File: src/rtl/sync_fifo_prog.sv
`default_nettype none
// ============================================================================
// Module   : sync_fifo_prog
// Brief    : Synchronous FIFO with programmable almost flags, sticky errors,
//            and selectable registered-read / first-word-fall-through output.
// Revision : 1.0
// ============================================================================
module sync_fifo_prog #(
    parameter int DEPTH      = 256,
    parameter int DATA_WIDTH = 8,
    parameter int FWFT       = 0
) (
    input  logic                   clk,
    input  logic                   rst_n,
    input  logic                   w_en,
    input  logic [DATA_WIDTH-1:0]  data_in,
    input  logic                   r_en,
    input  logic [$clog2(DEPTH):0] af_thresh,
    input  logic [$clog2(DEPTH):0] ae_thresh,
    input  logic                   clr_err,
    output logic [DATA_WIDTH-1:0]  data_out,
    output logic                   full,
    output logic                   empty,
    output logic                   almost_full,
    output logic                   almost_empty,
    output logic [$clog2(DEPTH):0] count,
    output logic                   overflow,
    output logic                   underflow
);

    localparam int PTR_WIDTH = $clog2(DEPTH);
    localparam int CNT_WIDTH = PTR_WIDTH + 1;
    localparam logic [CNT_WIDTH-1:0] C_DEPTH = CNT_WIDTH'(DEPTH);

    logic [DATA_WIDTH-1:0] r_mem [DEPTH];
    logic [PTR_WIDTH-1:0]  r_wr_ptr;
    logic [PTR_WIDTH-1:0]  r_rd_ptr;
    logic [CNT_WIDTH-1:0]  r_count;
    logic                  r_overflow;
    logic                  r_underflow;

    logic w_wr_acc;
    logic w_rd_acc;
    logic w_ovf_set;
    logic w_udf_set;

    assign full         = (r_count == C_DEPTH);
    assign empty        = (r_count == '0);
    assign count        = r_count;
    assign almost_full  = (r_count >= af_thresh);
    assign almost_empty = (r_count <= ae_thresh);
    assign overflow     = r_overflow;
    assign underflow    = r_underflow;

    assign w_wr_acc  = w_en & ~full;
    assign w_rd_acc  = r_en & ~empty;
    // A simultaneous read/write at a boundary is a legal pass-through, not an error.
    assign w_ovf_set = w_en & full & ~r_en;
    assign w_udf_set = r_en & empty & ~w_en;

    always_ff @(posedge clk) begin
        if (!rst_n) begin
            r_wr_ptr    <= '0;
            r_rd_ptr    <= '0;
            r_count     <= '0;
            r_overflow  <= 1'b0;
            r_underflow <= 1'b0;
        end else begin
            if (w_wr_acc) begin
                r_wr_ptr <= r_wr_ptr + PTR_WIDTH'(1);
            end
            if (w_rd_acc) begin
                r_rd_ptr <= r_rd_ptr + PTR_WIDTH'(1);
            end
            if (w_wr_acc && !w_rd_acc) begin
                r_count <= r_count + CNT_WIDTH'(1);
            end else if (w_rd_acc && !w_wr_acc) begin
                r_count <= r_count - CNT_WIDTH'(1);
            end
            r_overflow  <= (r_overflow  & ~clr_err) | w_ovf_set;
            r_underflow <= (r_underflow & ~clr_err) | w_udf_set;
        end
    end

    always_ff @(posedge clk) begin
        if (rst_n && w_wr_acc) begin
            r_mem[r_wr_ptr] <= data_in;
        end
    end

    generate
        if (FWFT != 0) begin : g_fwft
            assign data_out = r_mem[r_rd_ptr];
        end else begin : g_std
            logic [DATA_WIDTH-1:0] r_dout;
            always_ff @(posedge clk) begin
                if (!rst_n) begin
                    r_dout <= '0;
                end else if (w_rd_acc) begin
                    r_dout <= r_mem[r_rd_ptr];
                end
            end
            assign data_out = r_dout;
        end
    endgenerate

endmodule
`default_nettype wire

File: config.mk
export PLATFORM = sky130hd
export DESIGN_NAME = sync_fifo_prog
export DESIGN_NICKNAME = d
export VERILOG_FILES = /design/src/rtl/sync_fifo_prog.sv
export SDC_FILE = /design/constraint.sdc
export NUM_CORES = 2
export LEC_CHECK = 0
export CAP_MARGIN = 0
export CORE_MARGIN = 3
export CORE_UTILIZATION = 35
export DETAILED_ROUTE_END_ITERATION = 12
export PLACE_DENSITY_LB_ADDON = 0.08
export SETUP_SLACK_MARGIN = 0.15
export SLEW_MARGIN = 20
export SYNTH_ARGS = -nofsm -noshare
export SYNTH_HDL_FRONTEND = slang
export SYNTH_SLANG_ARGS = --single-unit
export TNS_END_PERCENT = 100
File: constraint.sdc
create_clock -name clk -period 5.6 [get_ports clk]
set_clock_uncertainty 0.2 [all_clocks]
set_input_delay 1.12 -clock clk [delete_from_list [all_inputs] [get_ports clk]]
set_output_delay 1.12 -clock clk [all_outputs]
set_load 0.1 [all_outputs]
==> impl_metrics.ini <==
[yosys]
synth_top_family_by_area = multiplexers
yosys.area_share.simple = 0.02762
synth_edf_count = 2048
synth_xor_area_frac = 0.001819
synth_area_leader_cell = edfxtp_1
synth.most_common_cell = edfxtp_1
async_reset_ff_frac = 0
ys_dominant_reg_cell = edfxtp_1
synth_fa_ha_area_frac = 0.005288
synth_top_area_share = 0.7512
yosys-top-cells-area = edfxtp_1 75%, mux4_2 14%, mux2i_1 1.5%, nor2_1 1.3%, dfxtp_1 0.86%
muxShareOfSynthArea = 0.1615
synth_compound_area_frac = 0.02560
yosys_warnings = 0
netlist_area_sq_um = 81870
ys_types = 71
ys_ff_latch = 2083
ys_top_cells_by_count = 2048 x edfxtp_1, 521 x mux4_2, 285 x nor2_1
syn_inst = 3859
syn_nets = 3924
syn_avg_cell_area_sq_um = 21.22
ys_seq_area_frac = 0.7597

[worst_setup_path]
cp.required_ns = 4.28
cp_slowest_cell = clkdlybuf4s50_1
path_delay_family = compound AO/OA/AOI/OAI gates
endpoint_kind = output pin
crit_path_max_fanout = 2
crit_type = in -> out
path_cells = clkdlybuf4s50_1 -> inv_1 -> ha_1 -> nor2b_1 -> o21a_1 -> o21a_1 -> o21a_1 -> o21a_1 -> o21ai_0 -> a211oi_1 -> nor2_1 -> buf_4
critPathArrivalTime_ns = 3.36
critical_path_buf_inv_count = 3
critPathMaxStageDelay_ns = 0.46
crit_path_frequent_cell = o21a_1
cp-start-kind = primary input

[sta]
slew_headroom = 0.2578
fin_setup_tns_ns = 0
fmax_ghz = 0.2135
finalHoldViolCount = 0
final.period_utilization = 0.8363
period_minus_slack_ns = 4.683
grt_setup_unrepaired = no
drv_slew = 0
tightest_slew_ns = 1.111
setup_viol = 0
timing.final.ws_setup_ns = 0.9169

[run_status]
status = finished clean

[clocking]
cts_buffers = 224
clk_latency_ns = 0.84
post_cts.repair.setup_buffers = 0
cts_resized = 0
ctsHoldBuffers = 0
htree_levels = 4
cts_sinks = 2083
clockRootBuffer = clkbuf_16
cts_tree = yes
clk_pin_slew_ns = 0.05
cts_max_path_buffers = 3

[grt]
antenna_found_initial = 18
track_usage = 0.2036
grt_start_max_net_pins = 161
overflow = 0
grt_pass1_vias = 40970
grt_pass1_wl_mm = 339.7

[drt]
vias = 39790
first_pass_iters = 6
avgViaCountPerCell = 5.464
drcViolationCount = 0
drtAntennaViolNets = 0
wl_per_cell_um = 33.52
detail_route.iter0.violations = 4395
route.final.wire_length_mm = 244.1

[flow_run]
drv_cap = 0

[final_layout]
fillCellCount = 20530
final_nets = 4129
area_growth_pct = 14.24
seqCellArea_sq_um = 62220
multi_input_area_sq_um = 18280
drive_gt1_frac = 0.2434

[worst_hold_path]
hold_class = reg -> reg

[power]
seqPwrFrac = 0.442
peakVddDrop_v = 0.0003447
p_int_mw = 28.83
p_per_area_nw_per_um2 = 421.2
clkPwrFrac = 0.364
switching_share = 0.2683
power.switching_mw = 10.57
p_leak_nw = 28.01
power_frac_comb = 0.194

[placed_design]
place.gp.congestion = 0.7923
io_buffer_count = 53
dp_slack_ns = 0.7442
dpl.hpwl_mm = 149.3

[floorplanning]
die_w_um = 489.6
io_pins = 54
dieArea_sq_um = 239800
die_h_um = 489.6
num_rows = 176
start_util = 0.3541
core_sq_um = 231200
-- stage by stage --
step | utilization | hold WS, ns | power, mW | cells | cell area [sq um]
6_report | 0.4045 | 0.2826 | 39.39 | 7282 | 93530
5_1_grt | 0.4045 | 0.3190 | 40.84 | 7281 | 93530
4_1_cts | 0.4045 | 0.2948 | 39.95 | 7279 | 93520
3_5_place_dp | 0.3740 | 0.2848 | 25.56 | 6864 | 86480
3_3_place_gp | 0.3740 | 0.2855 | 25.59 | 6864 | 86470
2_1_floorplan | - | 0.3375 | 22.85 | 3859 | 81870
-- routing by layer --
layer  track usage  wire length, um
met4       0.04651             4924
met1        0.2957           110500
met2        0.3255           116500
met3       0.03008            12130
met5             0               21
-- flip-flops by register name (all words and copies together), names as in the netlist --
signal	cells
count	9
r_wr_ptr	8
data_out	8
r_rd_ptr	8
overflow	1
underflow	1
r_mem	2048
-- cells in the final DEF, fill, tap and decap left out, drive strengths merged, types with 23 or more instances in the layout --
master / n
ha: 33
clkinv: 99
and2: 27
a21oi: 52
buf: 164
clkbuf: 295
nor2: 285
nand3: 29
o221ai: 24
o21ai: 44
dfxtp: 35
inv: 28
mux4: 526
nor2b: 27
o22ai: 23
edfxtp: 2048
nand2: 90
mux2i: 119
clkdlybuf4s50: 42
-- path summary, 6_finish.rpt --
| check | from | endpoint | slack (ns) | cells after the start |
|---|---|---|---|---|
| min reg2reg | underflow | underflow | 0.28 | 2 |
| max reg2reg | r_rd_ptr[0] | data_out[7] | 1.30 | 9 |
| min | underflow | underflow | 0.28 | 2 |
| max | ae_thresh[1] | almost_empty | 0.92 | 12 |
-- power by group through the flow --
stage | Clock (mW) | Combinational (mW) | Sequential (mW)
after floorplan | 0 | 4.99 | 17.9
after global placement | 0 | 7.86 | 17.7
after detailed placement | 0 | 7.83 | 17.7
after CTS | 14.7 | 7.85 | 17.4
after global routing | 15.3 | 8.11 | 17.4
final | 14.4 | 7.65 | 17.4
-- worst min-delay path: cells and delay by family (launching register included) --
family / cells / cell delay (ns)
AND/OR/NAND/NOR: 1 / 0.06
AO/OA/AOI/OAI: 1 / 0.07
flip-flops: 1 / 0.30
-- cells by family (layout without fill, tap and decap cells) --
logic type,Yosys count,in the layout
buffers and inverters,254,648
multiplexers,660,660
adder cells (fa/ha/maj),34,34
flip-flops,2083,2083
AO/OA/AOI/OAI,296,296
other,0,3
AND/OR/NAND/NOR,515,515
XOR/XNOR,17,17
-- area by class of cell --
cell class              instances  area share
diodes                          3  0.00008027
clock buffers                 295     0.06480
clock inverters               120     0.01045
inverters                      27    0.001084
multi-input cells            1522      0.1954
flip-flops and latches       2083      0.6653
well taps                    3026     0.04048
repair buffers                206     0.02245
No activity file was read; power rests on OpenSTA's default activity.
